[src/rtl/mm_pkg.sv]
// Shared types and encodings for the matching-memory front end.
// Entry field widths are fixed here, so mm_match TAG_W/DATA_W must keep their defaults.
package mm_pkg;

  localparam int unsigned EntryTagW  = 8;
  localparam int unsigned EntryDataW = 16;

  localparam logic LR_LEFT  = 1'b0;
  localparam logic LR_RIGHT = 1'b1;
  localparam logic EXB_PASS = 1'b1;
  localparam logic EXB_DEL  = 1'b0;

  typedef enum logic [1:0] {
    StIdle,
    StLookup,
    StOut
  } state_e;

  typedef struct packed {
    logic                  valid;
    logic [EntryTagW-1:0]  tag;
    logic                  lr;
    logic [EntryDataW-1:0] data;
  } entry_t;

endpackage

[src/rtl/mm_cam.sv]
// Combinational associative search over the waiting-token table.
// Finds the lowest-index partner (same tag, opposite side) and the lowest free entry.
module mm_cam
  import mm_pkg::*;
#(
  parameter int unsigned DEPTH = 8,
  localparam int unsigned IdxW = $clog2(DEPTH)
) (
  input  entry_t [DEPTH-1:0]     tab_i,
  input  logic   [EntryTagW-1:0] tag_i,
  input  logic                   lr_i,
  output logic                   hit_o,
  output logic   [IdxW-1:0]      hit_idx_o,
  output logic                   free_any_o,
  output logic   [IdxW-1:0]      free_idx_o
);

  always_comb begin
    hit_o      = 1'b0;
    hit_idx_o  = '0;
    free_any_o = 1'b0;
    free_idx_o = '0;
    // Scan downwards so the last assignment is the lowest index.
    for (int i = int'(DEPTH) - 1; i >= 0; i--) begin
      if (tab_i[i].valid && (tab_i[i].tag == tag_i) && (tab_i[i].lr != lr_i)) begin
        hit_o     = 1'b1;
        hit_idx_o = IdxW'(i);
      end
      if (!tab_i[i].valid) begin
        free_any_o = 1'b1;
        free_idx_o = IdxW'(i);
      end
    end
  end

endmodule

[src/rtl/mm_match.sv]
// Matching-memory front end: pairs left/right operand tokens by tag and forwards
// either the matched pair (exb=1) or the lone stored token (exb=0) downstream.
module mm_match
  import mm_pkg::*;
#(
  parameter int unsigned TAG_W  = EntryTagW,
  parameter int unsigned DATA_W = EntryDataW,
  parameter int unsigned DEPTH  = 8,
  localparam int unsigned IdxW  = $clog2(DEPTH),
  localparam int unsigned OccW  = $clog2(DEPTH) + 1
) (
  input  logic              CLK,
  input  logic              MR,
  input  logic              in_send,
  output logic              in_ack,
  input  logic [TAG_W-1:0]  in_tag,
  input  logic              in_lr,
  input  logic [DATA_W-1:0] in_data,
  output logic              out_send,
  input  logic              out_ack,
  output logic [TAG_W-1:0]  out_tag,
  output logic [DATA_W-1:0] out_ldata,
  output logic [DATA_W-1:0] out_rdata,
  output logic              out_exb,
  output logic [OccW-1:0]   occupancy,
  output logic              ovf_err
);

  state_e              state_q;
  entry_t [DEPTH-1:0]  tab_q;
  logic   [TAG_W-1:0]  reg_tag_q;
  logic                reg_lr_q;
  logic   [DATA_W-1:0] reg_data_q;
  logic                in_ack_q;
  logic                out_send_q;
  logic   [TAG_W-1:0]  out_tag_q;
  logic   [DATA_W-1:0] out_ldata_q;
  logic   [DATA_W-1:0] out_rdata_q;
  logic                out_exb_q;
  logic   [OccW-1:0]   occ_q;
  logic                ovf_q;

  logic                hit;
  logic   [IdxW-1:0]   hit_idx;
  logic                free_any;
  logic   [IdxW-1:0]   free_idx;

  mm_cam #(
    .DEPTH(DEPTH)
  ) u_cam (
    .tab_i      (tab_q),
    .tag_i      (reg_tag_q),
    .lr_i       (reg_lr_q),
    .hit_o      (hit),
    .hit_idx_o  (hit_idx),
    .free_any_o (free_any),
    .free_idx_o (free_idx)
  );

  always_ff @(posedge CLK or posedge MR) begin
    if (MR) begin
      state_q     <= StIdle;
      tab_q       <= '0;
      reg_tag_q   <= '0;
      reg_lr_q    <= LR_LEFT;
      reg_data_q  <= '0;
      in_ack_q    <= 1'b0;
      out_send_q  <= 1'b0;
      out_tag_q   <= '0;
      out_ldata_q <= '0;
      out_rdata_q <= '0;
      out_exb_q   <= EXB_DEL;
      occ_q       <= '0;
      ovf_q       <= 1'b0;
    end else begin
      case (state_q)
        StIdle: begin
          if (in_send && in_ack_q) begin
            reg_tag_q  <= in_tag;
            reg_lr_q   <= in_lr;
            reg_data_q <= in_data;
            in_ack_q   <= 1'b0;
            state_q    <= StLookup;
          end else begin
            // Raises in_ack on the first edge after reset is released.
            in_ack_q <= 1'b1;
          end
        end
        StLookup: begin
          out_tag_q  <= reg_tag_q;
          out_send_q <= 1'b1;
          state_q    <= StOut;
          if (hit) begin
            tab_q[hit_idx].valid <= 1'b0;
            out_exb_q            <= EXB_PASS;
            occ_q                <= occ_q - OccW'(1);
            if (reg_lr_q == LR_LEFT) begin
              out_ldata_q <= reg_data_q;
              out_rdata_q <= tab_q[hit_idx].data;
            end else begin
              out_ldata_q <= tab_q[hit_idx].data;
              out_rdata_q <= reg_data_q;
            end
          end else begin
            out_exb_q   <= EXB_DEL;
            out_ldata_q <= (reg_lr_q == LR_LEFT) ? reg_data_q : '0;
            out_rdata_q <= (reg_lr_q == LR_RIGHT) ? reg_data_q : '0;
            if (free_any) begin
              tab_q[free_idx] <= '{valid: 1'b1, tag: reg_tag_q, lr: reg_lr_q, data: reg_data_q};
              occ_q           <= occ_q + OccW'(1);
            end else begin
              ovf_q <= 1'b1;
            end
          end
        end
        StOut: begin
          if (out_ack) begin
            out_send_q <= 1'b0;
            in_ack_q   <= 1'b1;
            state_q    <= StIdle;
          end
        end
        default: state_q <= StIdle;
      endcase
    end
  end

  assign in_ack    = in_ack_q;
  assign out_send  = out_send_q;
  assign out_tag   = out_tag_q;
  assign out_ldata = out_ldata_q;
  assign out_rdata = out_rdata_q;
  assign out_exb   = out_exb_q;
  assign occupancy = occ_q;
  assign ovf_err   = ovf_q;

endmodule

[config.mk]
export PLATFORM = sky130hd
export DESIGN_NAME = mm_match
export DESIGN_NICKNAME = d
export VERILOG_FILES = /design/src/rtl/mm_pkg.sv /design/src/rtl/mm_cam.sv /design/src/rtl/mm_match.sv
export SDC_FILE = /design/constraint.sdc
export NUM_CORES = 1
export LEC_CHECK = 0
export ABC_AREA = 1
export CAP_MARGIN = 25
export CORE_AREA = 10 10 158 160
export DETAILED_ROUTE_END_ITERATION = 8
export DIE_AREA = 0 0 168 170
export PLACE_DENSITY = 0.9
export SLEW_MARGIN = 40
export SYNTH_ARGS = -nofsm -noshare
export SYNTH_HDL_FRONTEND = slang
export SYNTH_SLANG_ARGS = --single-unit
[constraint.sdc]
create_clock -name CLK -period 15 [get_ports CLK]
set_input_delay 2.25 -clock CLK [delete_from_list [all_inputs] [get_ports CLK]]
set_output_delay 2.25 -clock CLK [all_outputs]
set_load 0.02 [all_outputs]
==> results of run 1 <==
-- state kept, by name, indices dropped and copies added (netlist names) --
| register | flops |
|---|---|
| out_exb | 1 |
| out_rdata | 16 |
| reg_data_q | 16 |
| ovf_err | 1 |
| tab_q | 208 |
| state_q | 2 |
| reg_lr_q | 1 |
| out_tag | 8 |
| out_send | 1 |
| in_ack | 1 |
| occupancy | 4 |
| reg_tag_q | 8 |
| out_ldata | 16 |
-- worst paths after layout --
path,from,end,slack [ns],depth (start not counted)
max reg2reg,reg_tag_q[1]$_DFFE_PP0P_,out_rdata[13]$_DFFE_PP0P_,10.81,20
min,occupancy[3]$_DFFE_PP0P_,occupancy[3]$_DFFE_PP0P_,0.47,1
max in group asynchronous,MR,tab_q[72]$_DFFE_PP0P_,11.40,4
min reg2reg,occupancy[3]$_DFFE_PP0P_,occupancy[3]$_DFFE_PP0P_,0.47,1
min in group asynchronous,MR,tab_q[123]$_DFFE_PP0P_,2.11,2
max,reg_tag_q[1]$_DFFE_PP0P_,out_rdata[13]$_DFFE_PP0P_,10.81,20
-- routing by layer --
layer  up-vias  track usage (%)
li1       5473                -
met1      5863            33.14
met2       797            42.75
met3       139            5.851
met4         0            11.09
met5         -                0
-- metrics by stage --
| step | hold slack (ns) | util, % |
|---|---|---|
| 2_1_floorplan | 0.4444 | - |
| 3_3_place_gp | 0.4576 | 67.25 |
| 5_1_grt | 0.4947 | 72.02 |
| 4_1_cts | 0.4757 | 72.02 |
| 3_5_place_dp | 0.4648 | 67.65 |
| 6_report | 0.4679 | 72.02 |
-- synthesized netlist by cell type (2+ instances only) --
master	count
sky130_fd_sc_hd__a21oi_2	14
sky130_fd_sc_hd__clkbuf_2	5
sky130_fd_sc_hd__clkbuf_1	22
sky130_fd_sc_hd__xnor2_1	18
sky130_fd_sc_hd__buf_1	6
sky130_fd_sc_hd__nor2_2	5
sky130_fd_sc_hd__nor2_1	95
sky130_fd_sc_hd__buf_2	27
sky130_fd_sc_hd__or2_2	3
sky130_fd_sc_hd__nand2_2	8
sky130_fd_sc_hd__dfrtp_1	283
sky130_fd_sc_hd__nand3_4	2
sky130_fd_sc_hd__o21ai_2	25
sky130_fd_sc_hd__inv_4	3
sky130_fd_sc_hd__o22ai_1	3
sky130_fd_sc_hd__inv_2	9
sky130_fd_sc_hd__ha_1	2
sky130_fd_sc_hd__nand4_4	3
sky130_fd_sc_hd__buf_6	22
sky130_fd_sc_hd__xor2_1	14
sky130_fd_sc_hd__nor3_1	7
sky130_fd_sc_hd__inv_1	155
sky130_fd_sc_hd__nand3_1	108
sky130_fd_sc_hd__a21oi_1	78
sky130_fd_sc_hd__buf_4	18
sky130_fd_sc_hd__o21ai_1	93
sky130_fd_sc_hd__nand2_1	433
sky130_fd_sc_hd__nor4_1	3
sky130_fd_sc_hd__o21ai_0	149
sky130_fd_sc_hd__clkinv_1	2
sky130_fd_sc_hd__or2_1	5
sky130_fd_sc_hd__nand4_2	4
sky130_fd_sc_hd__nand2_4	2
sky130_fd_sc_hd__nand3b_1	35
sky130_fd_sc_hd__nand4_1	6
sky130_fd_sc_hd__nor2_4	4
-- where the power goes --
group | internal, mW | switching, mW
sequential | 1.06 | 0.254
clock | 0.420 | 0.297
combinational | 0.481 | 0.899
total | 1.96 | 1.45
-- area by class of cell --
cell class	count	area (um^2)
clock buffer	42	834.6
clock inverter	11	112.6
fill	1413	6068
inverter	169	649.4
multi-input combinational	1131	5635
sequential	283	7082
tap	280	350.3
timing repair buffer	94	955.9
-- cells by family after synthesis --
logic type | count (synthesis)
DFF | 283
and+or+nand+nor | 729
adders and majority gates | 3
buffers and inverters | 270
xor gates and xnor gates | 32
AOI/OAI and AO/OA | 367
-- worst reg2reg max path: stages, from the launching register on --
cell and delay [ns]:
sky130_fd_sc_hd__dfrtp_1 0.72, sky130_fd_sc_hd__inv_2 0.31, sky130_fd_sc_hd__nand2_1 0.16, sky130_fd_sc_hd__nand2_1 0.07, sky130_fd_sc_hd__nor2_1 0.10, sky130_fd_sc_hd__nand3_1 0.11
sky130_fd_sc_hd__nor2_1 0.12, sky130_fd_sc_hd__nand2_1 0.08, sky130_fd_sc_hd__nand2_1 0.06, sky130_fd_sc_hd__nand2_1 0.05, sky130_fd_sc_hd__nand2_1 0.05, sky130_fd_sc_hd__nand2_1 0.06
sky130_fd_sc_hd__nand2_2 0.05, sky130_fd_sc_hd__buf_4 0.59, sky130_fd_sc_hd__nand2_2 0.47, sky130_fd_sc_hd__buf_4 0.46, sky130_fd_sc_hd__nand2_1 0.15, sky130_fd_sc_hd__nand3_1 0.07
sky130_fd_sc_hd__nand2_1 0.15, sky130_fd_sc_hd__o21ai_1 0.12, sky130_fd_sc_hd__a21oi_1 0.18
==> results.md, run 1 <==
Critical path:
- The buffers plus inverters on the worst setup path is 3.
- At the worst endpoint, the required time is around 15 ns.
- On the worst path, the slowest cell contributes a delay of about 0.72 ns.
- The library cell contributing the largest single delay on the critical path is sky130_fd_sc_hd__dfrtp_1.
- The worst endpoint data arrival time is between 4 and 5 ns.
- The critical path goes through inv_2 -> nand2_1 -> nand2_1 -> nor2_1 -> nand3_1 -> nor2_1 -> nand2_1 -> nand2_1 -> nand2_1 -> nand2_1 -> nand2_1 -> nand2_2 -> buf_4 -> nand2_2 -> buf_4 -> nand2_1 -> nand3_1 -> nand2_1 -> o21ai_1 -> a21oi_1.
- Of all nets on the critical path, the largest fanout is 65.
- Counting stages on the worst path, the most repeated cell is sky130_fd_sc_hd__nand2_1.
- The kind of end point of the critical path is a flip-flop.
- The critical path startpoint category is a flip-flop.
- The critical path start-end classification is reg -> reg.
- Grouping stages by cell kind, the critical path spends the most delay in simple AND/OR/NAND/NOR gates.

Layout:
- With fillers left out, the area of the finished cells amounts to 15,620 um^2.
- The library cells used most frequently in the layout, excluding fill and tap cells, are 433 x sky130_fd_sc_hd__nand2_1, 283 x sky130_fd_sc_hd__dfrtp_1, 154 x sky130_fd_sc_hd__inv_1.
- The antenna diode count is 0.
- The synthesis-to-layout area growth is 11.39%.
- After the last flow step, the layout net total stands at about 1,700.
- Of the cells placed in the final design, the portion with a size suffix greater than 1 is under 10%.
- The most common cell after layout, fill and taps aside is sky130_fd_sc_hd__nand2_1.
- Once layout is complete, the cells apart from fillers number 2,010.

CTS:
- CTS placed an instance of sky130_fd_sc_hd__clkbuf_16 at the clock tree root.
- The total setup buffers inserted after CTS is 0.
- The clock buffer count from CTS is 29.
- The clock tree from TritonCTS is done.
- Buffers inserted to repair hold after CTS numbered 0.
- After clock tree synthesis, the clock-pin slew on the worst setup and hold paths is around 0.060 ns.
- The clock tree buffer depth is 3.
- In this run the number of H-tree levels came out at 1.
- CTS saw approximately 280 sinks.
- The later-pin clock latency in the skew report is between 0.5 and 0.6 ns.
- The number of gates resized after CTS is 0.

Synthesis:
- The netlist uses just under 50 different library cells.
- The area of the mapped netlist is around 14,000 um^2.
- The largest total area in the synthesized netlist belongs to sky130_fd_sc_hd__dfrtp_1.
- The proportion of synthesized flip-flops having asynchronous set or reset is 100.0%.
- Summing the areas of all compound-gate instances in the mapped netlist gives between 10% and 20% of the synthesized area.
- The average instance area after synthesis is roughly 8.3 um^2.
- In this run, synthesis inferred 0 flip-flops with an integrated enable.
- In this run the biggest area consumer among cell types represents roughly half of the synthesized area.
- By area the synthesized netlist is led by sky130_fd_sc_hd__dfrtp_1 51%, sky130_fd_sc_hd__nand2_1 12%, sky130_fd_sc_hd__o21ai_0 5.3%.
- The sequential cell area fraction in the yosys report is approximately 50%.
- Multiplexer cells account for 0% of the synthesized area.
- The count of mapped cells out of synthesis is 1,684.
- The number of synthesis warnings is 0.
- Summing the areas of all xor and xnor instances in the mapped netlist gives under 10% of the synthesized area.
- In this run, synthesis produced a sequential element count of 283.
- The prevailing post-synth register cell is sky130_fd_sc_hd__dfrtp_1.
- The area share of and/or/nand/nor cells after synthesis is around a quarter.
- The number of nets in the synthesized netlist is between 1,500 and 2,000.
- By area, the combinational part of the netlist is dominated by simple AND/OR/NAND/NOR gates.
- Summing the areas of all fa, ha and maj instances in the mapped netlist gives less than 1% of the synthesized area.

Global routing:
- The via count of the first global-routing pass is between 10,000 and 15,000.
- The first-pass GRT wire length is between 60,000 and 70,000 um.
- The number of antenna violations at the first check in global routing is 0.
- Global routing used roughly a quarter of the available tracks.
- The remaining global-route overflow is 0.
- Entering global routing, the biggest net connects a little over 80 pins.

Outcome:
- The run finished with clean final reports.

Timing:
- The maximum clock skew at final layout is between 0.015 and 0.02 ns.
- Setup repair after global routing left no endpoint under its margin.
- The setup TNS is 0 ns.
- The final period utilization is 27.96%.
- The worst slew slack as a fraction of its limit is about two fifths.
- The number of endpoints with negative hold slack in the final report is 0.
- The post-route worst setup slack is around 11 ns.
- The time the final worst path needs with I/O delays and setup is roughly 4.2 ns.
- Setup violations remaining at the end of the flow were counted as 0.
- The maximum clock frequency is approximately 0.24 GHz.
- The slew at the pin with the worst max-slew slack is 0.9162 ns.
- The max-slew violation count is 0.

Drt:
- The first-pass detailed-route iteration total is 8.
- Summed over all nets, wire length on met3 after detailed routing comes to between 4000 and 5000 um.
- The met2 wirelength from detailed routing is 18,170 um.
- The met1 wire length is roughly 14,000 um.
- In the routed design, unresolved DRC markers number 0.
- After the first detailed-routing iteration, the DRC count stood at 1,749.
- The top layer reached by signal wires is met4.
- Summed over all layers, the routed wires come to approximately 38,000 um.
- Dividing the detail-routed via count by the number of cells gives 6.105.
- After detailed routing, the average wire length per cell comes to ~19 um.
- The number of routed nets with antenna violations is 0.
- For this block, the via count after detailed routing is ~12,000.

Place:
- The count of buffers added on input and output ports is 76.
- At the end of routability-driven placement, the weighted congestion stood at approximately 0.87.
- Including well taps, the total number of placed cells is roughly 2,000.
- The area after detailed placement is between 10,000 and 15,000 um^2.
- The post-DP HPWL is around 23,000 um.
- The post-placement setup slack is ~11 ns.

Floorplanning:
- The floorplan step set the die height to between 150 and 200 um.
- The floorplan has 54 rows.
- The number of top-level pins is 77.
- The effective utilization at floorplan is 64.65%.
- After floorplanning, the core was sized to cover 21,690 um^2.
- The floorplan step set the die width to between 150 and 200 um.
- The floorplan die area is approximately 29,000 um^2.

Power and ir drop:
- Overall power consumption after layout is estimated at 3.413 mW.
- For this design the static power due to leakage is 7.470 nW.
- Power spread over the standard cell area amounts to between 200 and 250 nW/um^2.
- Across the VDD grid, the largest voltage drop is approximately 0.11 mV.

Min path:
- The worst min-delay path class is reg -> reg.

Run:
- The number of maximum-capacitance violations is 0.
Power figures use the tool's default switching activity.
==> run 2, diff against run 1 <==
--- a/config.mk
+++ b/config.mk
@@ -7,10 +7,10 @@
 export LEC_CHECK = 0
 export ABC_AREA = 1
 export CAP_MARGIN = 25
-export CORE_AREA = 10 10 158 160
+export CORE_AREA = 10 10 164 166
 export DETAILED_ROUTE_END_ITERATION = 8
-export DIE_AREA = 0 0 168 170
-export PLACE_DENSITY = 0.9
+export DIE_AREA = 0 0 174 176
+export PLACE_DENSITY = 0.84
 export SLEW_MARGIN = 40
 export SYNTH_ARGS = -nofsm -noshare
 export SYNTH_HDL_FRONTEND = slang
==> constraint.sdc (replaced) <==
create_clock -name CLK -period 3.9 [get_ports CLK]
set_input_delay 0.585 -clock CLK [delete_from_list [all_inputs] [get_ports CLK]]
set_output_delay 0.585 -clock CLK [all_outputs]
set_load 0.02 [all_outputs]
==> results.md, run 2 (same netlist as run 1, synthesis figures left out) <==
Outcome:
- The run finished with clean final reports.

Layout:
- The number of nets in the layout is 1,748 (+0.46%).
- The antenna diode count came to 0 (unchanged).
- The share of cells above drive strength 1 was 9.724% (+0.88 points).
- The utilization after layout is 66.54% (-5.5 points).
- The top cell types in the final layout, fill and taps aside, are 432 x sky130_fd_sc_hd__nand2_1, 283 x sky130_fd_sc_hd__dfrtp_1, 154 x sky130_fd_sc_hd__inv_1.
- The most common cell after layout, fill and taps aside is sky130_fd_sc_hd__nand2_1.
- Relative to the synthesized area, the layout overhead comes to 13.03%.
- The sequential cell area is 7082 um^2 (unchanged).
- The count of fill cells added during filler insertion is 1,830 (+30%).
- The area taken by multi-input logic gates is 5633 um^2 (about the same).
- The flip-flop count of the largest register after layout is 208 (unchanged).
- The final instance area came to 15,850 um^2 (+1.5%).
- The register name with the most flops is tab_q.

Global routing:
- The remaining global-route overflow is 0 (unchanged).
- The largest net degree at the start of global routing is 76 (-7.3%).
- The total global-route track usage is 26.34% (+0.14 points).
- The number of antenna violations at the first check in global routing is 0 (unchanged).
- The via count of the first global-routing pass was 11,700 (-2.5%).
- The first-pass GRT wire length was 65,580 um (+6.2%).

Timing:
- The number of endpoints with negative hold slack in the final report is 0 (unchanged).
- The number of setup violations in the final report is 0 (unchanged).
- The maximum clock frequency is 0.2818 GHz (+18%).
- The time the final worst path needs with I/O delays and setup came to 3.548 ns (-0.6453 ns).
- The final period utilization is 90.98% (+63 points).
- The worst hold margin came to 0.3583 ns (-0.1096 ns).
- The post-route worst setup slack is 0.3517 ns (-10.45 ns).
- Setup repair after global routing left no endpoint under its margin.
- The slew at the pin with the worst max-slew slack is 0.7857 ns (-0.1305 ns).
- The max-slew violation count came to 0 (unchanged).
- The worst slew slack as a fraction of its limit is 47.62% (+8.8 points).
- The maximum clock skew at final layout came to 0.01667 ns (-0.0004942 ns).

Power and ir drop:
- The sequential group share of total power came to 37.8% (-0.8 points).
- The power consumption is 13.35 mW (+290%).
- The leakage power of the design was 7.565 nW (+1.3%).
- The power density over cell area is 842.6 nW/um^2 (+290%).
- The combinational fraction of design power is 40.9% (+0.5 points).
- The power dissipated by switching net loads is 5.696 mW (+290%).
- The internal power summed over all cells is 7.659 mW (+290%).
- The largest voltage drop on the vdd net is 0.5253 mV (+380%).
- The clock power share is 21.3% (+0.3 points).
- The switching part of the total power is 42.65% (+0.15 points).

CTS:
- The count of H-tree levels built during CTS came to 1 (unchanged).
- The number of sinks handled by clock tree synthesis is 283 (unchanged).
- The hold buffer count at cts is 0 (unchanged).
- The number of gates resized after CTS is 0 (unchanged).
- TritonCTS built the clock tree.
- The clock tree buffer depth came to 3 (unchanged).
- The clock root buffer master is sky130_fd_sc_hd__clkbuf_16.
- The later-pin clock latency in the skew report came to 0.55 ns (about the same).
- The clock buffer count from CTS is 28 (-3.4%).
- The clock transition at the registers of the reported paths is 0.07 ns (about the same).
- The total setup buffers inserted after CTS is 0 (unchanged).

Drt:
- The average detailed-routed wire length per instance is 19.90 um (+4.1%).
- The number of routed nets with antenna violations is 0 (unchanged).
- The DRC marker count from the first detailed-route iteration is 1,668 (-4.6%).
- The first-pass detailed-route iteration total is 6 (-2).
- The average via count per standard cell is 5.840 (-4.3%).
- The number of design rule violations left after detail routing is 0 (unchanged).
- The total via count after detailed routing is 12,040 (-1.9%).
- The routed wire length is 41,040 um (+6.8%).

Floorplanning:
- The die height is 176 um (+3.5%).
- The effective utilization at floorplan was 58.87% (-5.8 points).
- The floorplan die area is 30,620 um^2 (+7.2%).
- The core region area is 23,820 um^2 (+9.8%).
- The number of top-level pins is 77 (unchanged).
- The horizontal die dimension is 174 um (+3.6%).
- The number of rows created at floorplan was 57 (+5.6%).

Place:
- The post-placement setup slack came to 0.4706 ns (-10.35 ns).
- The final estimated routing congestion in global placement is 1.014 (+17%).
- The post-DP HPWL is 26,010 um (+12%).
- The area after detailed placement is 14,850 um^2 (+1.2%).
- The number of I/O port buffers is 76 (unchanged).

Critical path:
- The kind of end point of the critical path is a flip-flop.
- The worst stage delay on the critical path is 0.58 ns (-0.14 ns).
- The worst setup path is of the reg -> reg kind.
- The critical register-to-register path startpoint is reg_tag_q[3]$_DFFE_PP0P_.
- The required time of the critical path was 4.31 ns (-11.16 ns).
- The worst endpoint data arrival time is 3.95 ns (-0.71 ns).
- The signal on the critical path passes through inv_2 -> nand2_1 -> nand2_1 -> nor3_1 -> nand4_1 -> nand2_1 -> nor2_2 -> inv_2 -> nor2_4 -> nand3_4 -> nand2_4 -> inv_4 -> nand4_2 -> buf_12 -> nand2_1 -> o21ai_0.
- The worst reg2reg path depth is 16 (-20%).
- The endpoint identified for the worst register-to-register timing path is tab_q[32]$_DFFE_PP0P_.
- STA classifies the critical path startpoint as a flip-flop.
- Among the stages of the critical path, the cell type that occurs most often is sky130_fd_sc_hd__nand2_1.
- The setup slack on the worst flop-to-flop path came to 0.35 ns (-10.45 ns).
- The slowest stage of the critical path belongs to the cell sky130_fd_sc_hd__dfrtp_1.
- The largest driver fanout on the critical path is 26 (-60%).

Min path:
- The min-delay analysis places its worst path in the category in -> async.

Run:
- The number of maximum-capacitance violations is 0 (unchanged).
==> run 2: changes by cell type in the layout (fill, tap and decap cells not counted), sizes merged <==
cell,previous run,this run
clkbuf,42,36
clkinvlp,0,2
bufinv,2,3
clkinv,9,14
inv,169,166
buf,18,27
==> run 2: metrics by stage <==
step | setup TNS (ns) | instances
4_1_cts | 0 | 2061
6_report | 0 | 2062
2_1_floorplan | -122.90 | 1684
3_3_place_gp | 0 | 2007
3_5_place_dp | 0 | 2009
5_1_grt | 0 | 2062
==> run 2: final cells by class <==
type                       instances  area share [%]
tap                              324           2.558
clock buffer                      36           5.187
inverter                         169           4.074
multi-input combinational       1131           35.54
timing repair buffer             103           6.963
clock inverter                    16          0.9947
sequential                       283           44.68
==> run 2: worst max-delay path by stage <==
stage / slack (ns) / from / endpoint / cells past startpoint
after global routing: 0.11 / reg_tag_q[7]$_DFFE_PP0P_ / tab_q[93]$_DFFE_PP0P_ / 14
final: 0.35 / reg_tag_q[3]$_DFFE_PP0P_ / tab_q[32]$_DFFE_PP0P_ / 16
after global placement: 0.48 / reg_tag_q[7]$_DFFE_PP0P_ / tab_q[199]$_DFFE_PP0P_ / 13
after detailed placement: 0.47 / reg_tag_q[3]$_DFFE_PP0P_ / tab_q[32]$_DFFE_PP0P_ / 16
after CTS: 0.46 / reg_tag_q[3]$_DFFE_PP0P_ / tab_q[32]$_DFFE_PP0P_ / 16
after floorplan: -0.43 / MR / in_ack$_DFFE_PP0P_ / 1
==> run 2: worst max-delay path, delay by kind of cell (launching register included) <==
| kind | cells | cell delay, ns |
|---|---|---|
| buffers and inverters | 4 | 0.93 |
| and+or+nand+nor | 11 | 1.76 |
| DFF | 1 | 0.58 |
| AOI/OAI and AO/OA | 1 | 0.10 |
==> run 2: per-layer routing <==
layer / global-route usage, % / wire length, um / vias up
met3: 6.087 / 4537 / 100
met1: 36.73 / 17070 / 5773
li1: - / - / 5480
met5: 0 / 0 / -
met4: 7.731 / 948 / 0
met2: 40.50 / 18490 / 690
==> run 2: power groups by stage <==
stage	registers (mW)	clock network, mW	logic (mW)
CTS	5.00	2.85	5.40
global placement	4.97	0	5.14
finish	5.05	2.84	5.46
detailed placement	5.03	0	5.34
global route	5.16	2.98	6.01
floorplan	4.97	0	3.60
==> run 3, diff against run 2 <==
--- a/config.mk
+++ b/config.mk
@@ -7,10 +7,10 @@
 export LEC_CHECK = 0
 export ABC_AREA = 1
 export CAP_MARGIN = 25
-export CORE_AREA = 10 10 164 166
+export CORE_AREA = 10 10 158 160
 export DETAILED_ROUTE_END_ITERATION = 8
-export DIE_AREA = 0 0 174 176
-export PLACE_DENSITY = 0.84
+export DIE_AREA = 0 0 168 170
+export PLACE_DENSITY = 0.9
 export SLEW_MARGIN = 40
 export SYNTH_ARGS = -nofsm -noshare
 export SYNTH_HDL_FRONTEND = slang
==> constraint.sdc (replaced) <==
create_clock -name CLK -period 4.5 [get_ports CLK]
set_input_delay 0.675 -clock CLK [delete_from_list [all_inputs] [get_ports CLK]]
set_output_delay 0.675 -clock CLK [all_outputs]
set_load 0.02 [all_outputs]
==> results.md, run 3 (same netlist as run 1, synthesis figures left out) <==
Critical path:
- The required time of the critical path is 4.91 ns (+0.60 ns).
- The cell family contributing the most delay on the critical path is simple AND/OR/NAND/NOR gates.
- The critical path startpoint category is a flip-flop.
- The critical path start-end classification is reg -> reg.
- The worst stage delay on the critical path came to 0.85 ns (+0.27 ns).
- The worst setup path is captured at a flip-flop.
- For this design, the slowest cell found on the critical path is sky130_fd_sc_hd__dfrtp_1.
- The worst endpoint data arrival time was 4.19 ns (+0.24 ns).
- The signal on the critical path passes through or2_2 -> nand3_1 -> nor3_1 -> nand4_1 -> nand2_1 -> nor2_2 -> inv_2 -> nor2_4 -> nand3_4 -> nand2_4 -> inv_4 -> nand4_2 -> buf_12 -> nand2_1 -> o21ai_0.
- The largest driver fanout on the critical path is 26 (unchanged).
- The most frequent cell on the critical path is sky130_fd_sc_hd__nand2_1.
- The buffers plus inverters on the worst setup path is 3 (-1).

Power and ir drop:
- The leakage power of the design came to 7.535 nW (-0.39%).
- The largest voltage drop on the vdd net is 0.3450 mV (-34%).
- The power density over cell area came to 738.9 nW/um^2 (-12%).
- The power consumption is 11.66 mW (-13%).

Layout:
- The sequential cell area is 7082 um^2 (unchanged).
- The most common cell after layout, fill and taps aside is sky130_fd_sc_hd__nand2_1.
- The area taken by multi-input logic gates came to 5635 um^2 (about the same).
- The final standard cell count with taps included and fillers excluded is 2,011 (-2.5%).
- The number of nets in the layout was 1,742 (-0.34%).
- The count of fill cells added during filler insertion was 1,379 (-25%).
- The utilization after layout is 72.76% (+6.2 points).
- The register name with the most flops is tab_q.
- The area growth from synthesis to layout is 12.55%.
- The antenna diode count is 0 (unchanged).
- In the layout the commonest cells are 433 x sky130_fd_sc_hd__nand2_1, 283 x sky130_fd_sc_hd__dfrtp_1, 154 x sky130_fd_sc_hd__inv_1.
- The share of cells above drive strength 1 was 9.243% (-0.48 points).
- The flip-flop count of the largest register after layout was 208 (unchanged).
- The final instance area is 15,780 um^2 (-0.43%).

Timing:
- The slew at the pin with the worst max-slew slack is 0.8429 ns (+0.05721 ns).
- The maximum clock frequency was 0.2648 GHz (-6.0%).
- The number of endpoints with negative hold slack in the final report came to 0 (unchanged).
- The worst slew slack as a fraction of its limit is 43.67% (-4.0 points).
- The maximum clock skew at final layout is 0.01977 ns (+0.003102 ns).
- The number of setup violations in the final report is 0 (unchanged).
- The final period utilization is 83.91% (-7.1 points).
- The setup TNS is 0 ns (unchanged).
- The worst hold margin was 0.3888 ns (+0.03053 ns).
- The time the final worst path needs with I/O delays and setup is 3.776 ns (+0.2277 ns).
- The post-route worst setup slack is 0.7240 ns (+0.3723 ns).
- Setup repair after global routing left no endpoint under its margin.
- The max-slew violation count came to 0 (unchanged).

Drt:
- The DRC marker count from the first detailed-route iteration came to 2,007 (+20%).
- The number of routed nets with antenna violations is 0 (unchanged).
- The total via count after detailed routing is 12,380 (+2.8%).
- The average via count per standard cell is 6.154 (+5.4%).
- The number of design rule violations left after detail routing is 0 (unchanged).
- The routed wire length came to 39,070 um (-4.8%).
- The average detailed-routed wire length per instance is 19.43 um (-2.4%).
- The first-pass detailed-route iteration total was 8 (+2).

Global routing:
- The largest net degree at the start of global routing is 91 (+20%).
- The via count of the first global-routing pass is 12,030 (+2.8%).
- The first-pass GRT wire length is 63,420 um (-3.3%).
- The total global-route track usage is 26.73% (+0.39 points).
- The number of antenna violations at the first check in global routing is 0 (unchanged).
- The remaining global-route overflow is 0 (unchanged).

Place:
- The post-DP HPWL is 24,400 um (-6.2%).
- The final estimated routing congestion in global placement is 0.9304 (-8.2%).
- The number of I/O port buffers is 76 (unchanged).
- The number of placed cells counting well taps is 1,960 (-2.4%).
- The post-placement setup slack is 0.9085 ns (+0.4378 ns).
- The area after detailed placement is 14,760 um^2 (-0.57%).

Min path:
- The worst min-delay path class is in -> async.

Floorplanning:
- The horizontal die dimension is 168 um (-3.4%).
- The number of rows created at floorplan is 54 (-5.3%).
- The floorplan die area came to 28,560 um^2 (-6.7%).
- The core region area is 21,690 um^2 (-9.0%).
- The die height was 170 um (-3.4%).
- The number of top-level pins was 77 (unchanged).
- The effective utilization at floorplan is 64.65% (+5.8 points).

CTS:
- The number of gates resized after CTS came to 0 (unchanged).
- The clock tree from TritonCTS is done.
- The clock root buffer master is sky130_fd_sc_hd__clkbuf_16.
- The clock buffer count from CTS is 28 (unchanged).
- The clock tree buffer depth is 3 (unchanged).
- The later-pin clock latency in the skew report is 0.55 ns (about the same).
- The clock transition at the registers of the reported paths is 0.07 ns (about the same).
- The hold buffer count at cts came to 0 (unchanged).
- The count of H-tree levels built during CTS came to 1 (unchanged).
- The total setup buffers inserted after CTS is 0 (unchanged).
- The number of sinks handled by clock tree synthesis was 283 (unchanged).

Outcome:
- The run finished with clean final reports.

Run:
- The number of maximum-capacitance violations is 0 (unchanged).
==> run 3: cell types whose count changed in the layout (fill, tap and decap cells not counted), moves of 2 or more <==
cell | previous run | this run
sky130_fd_sc_hd__clkinv_2 | 12 | 8
sky130_fd_sc_hd__clkinvlp_4 | 2 | 4
sky130_fd_sc_hd__clkinv_4 | 0 | 2
sky130_fd_sc_hd__clkbuf_8 | 7 | 2
sky130_fd_sc_hd__buf_4 | 17 | 11
sky130_fd_sc_hd__bufinv_16 | 3 | 6
==> run 3: layout make-up <==
class	instances	area share, %
multi-input combinational	1131	35.71
clock inverter	19	1.649
tap	280	2.220
sequential	283	44.87
timing repair buffer	97	6.660
inverter	169	4.091
clock buffer	32	4.797
==> run 3: where the power goes <==
part,total (mW),internal [mW],switching [mW]
sequential,4.35,3.54,0.809
combinational,4.73,1.63,3.10
clock,2.59,1.55,1.03
total,11.7,6.72,4.94
==> run 3: routing by layer <==
metal  vias up  track usage, %  wire, um
met5         -               0         0
met1      5962           35.90     15390
li1       5485               -         -
met4         0           8.706      1073
met2       806           42.05     17840
met3       122           6.450      4764
==> run 3: final timing paths <==
check | to | depth (start not counted) | startpoint | slack (ns)
setup / recovery | tab_q[39]$_DFFE_PP0P_ | 15 | reg_lr_q$_DFFE_PP0P_ | 0.72
hold / removal | state_q[1]$_DFFE_PP0P_ | 2 | MR | 0.39
setup reg to reg | tab_q[39]$_DFFE_PP0P_ | 15 | reg_lr_q$_DFFE_PP0P_ | 0.72
hold reg to reg | tab_q[191]$_DFFE_PP0P_ | 2 | tab_q[191]$_DFFE_PP0P_ | 0.49
max in group asynchronous | tab_q[31]$_DFFE_PP0P_ | 4 | MR | 3.29
min in group CLK | tab_q[191]$_DFFE_PP0P_ | 2 | tab_q[191]$_DFFE_PP0P_ | 0.49
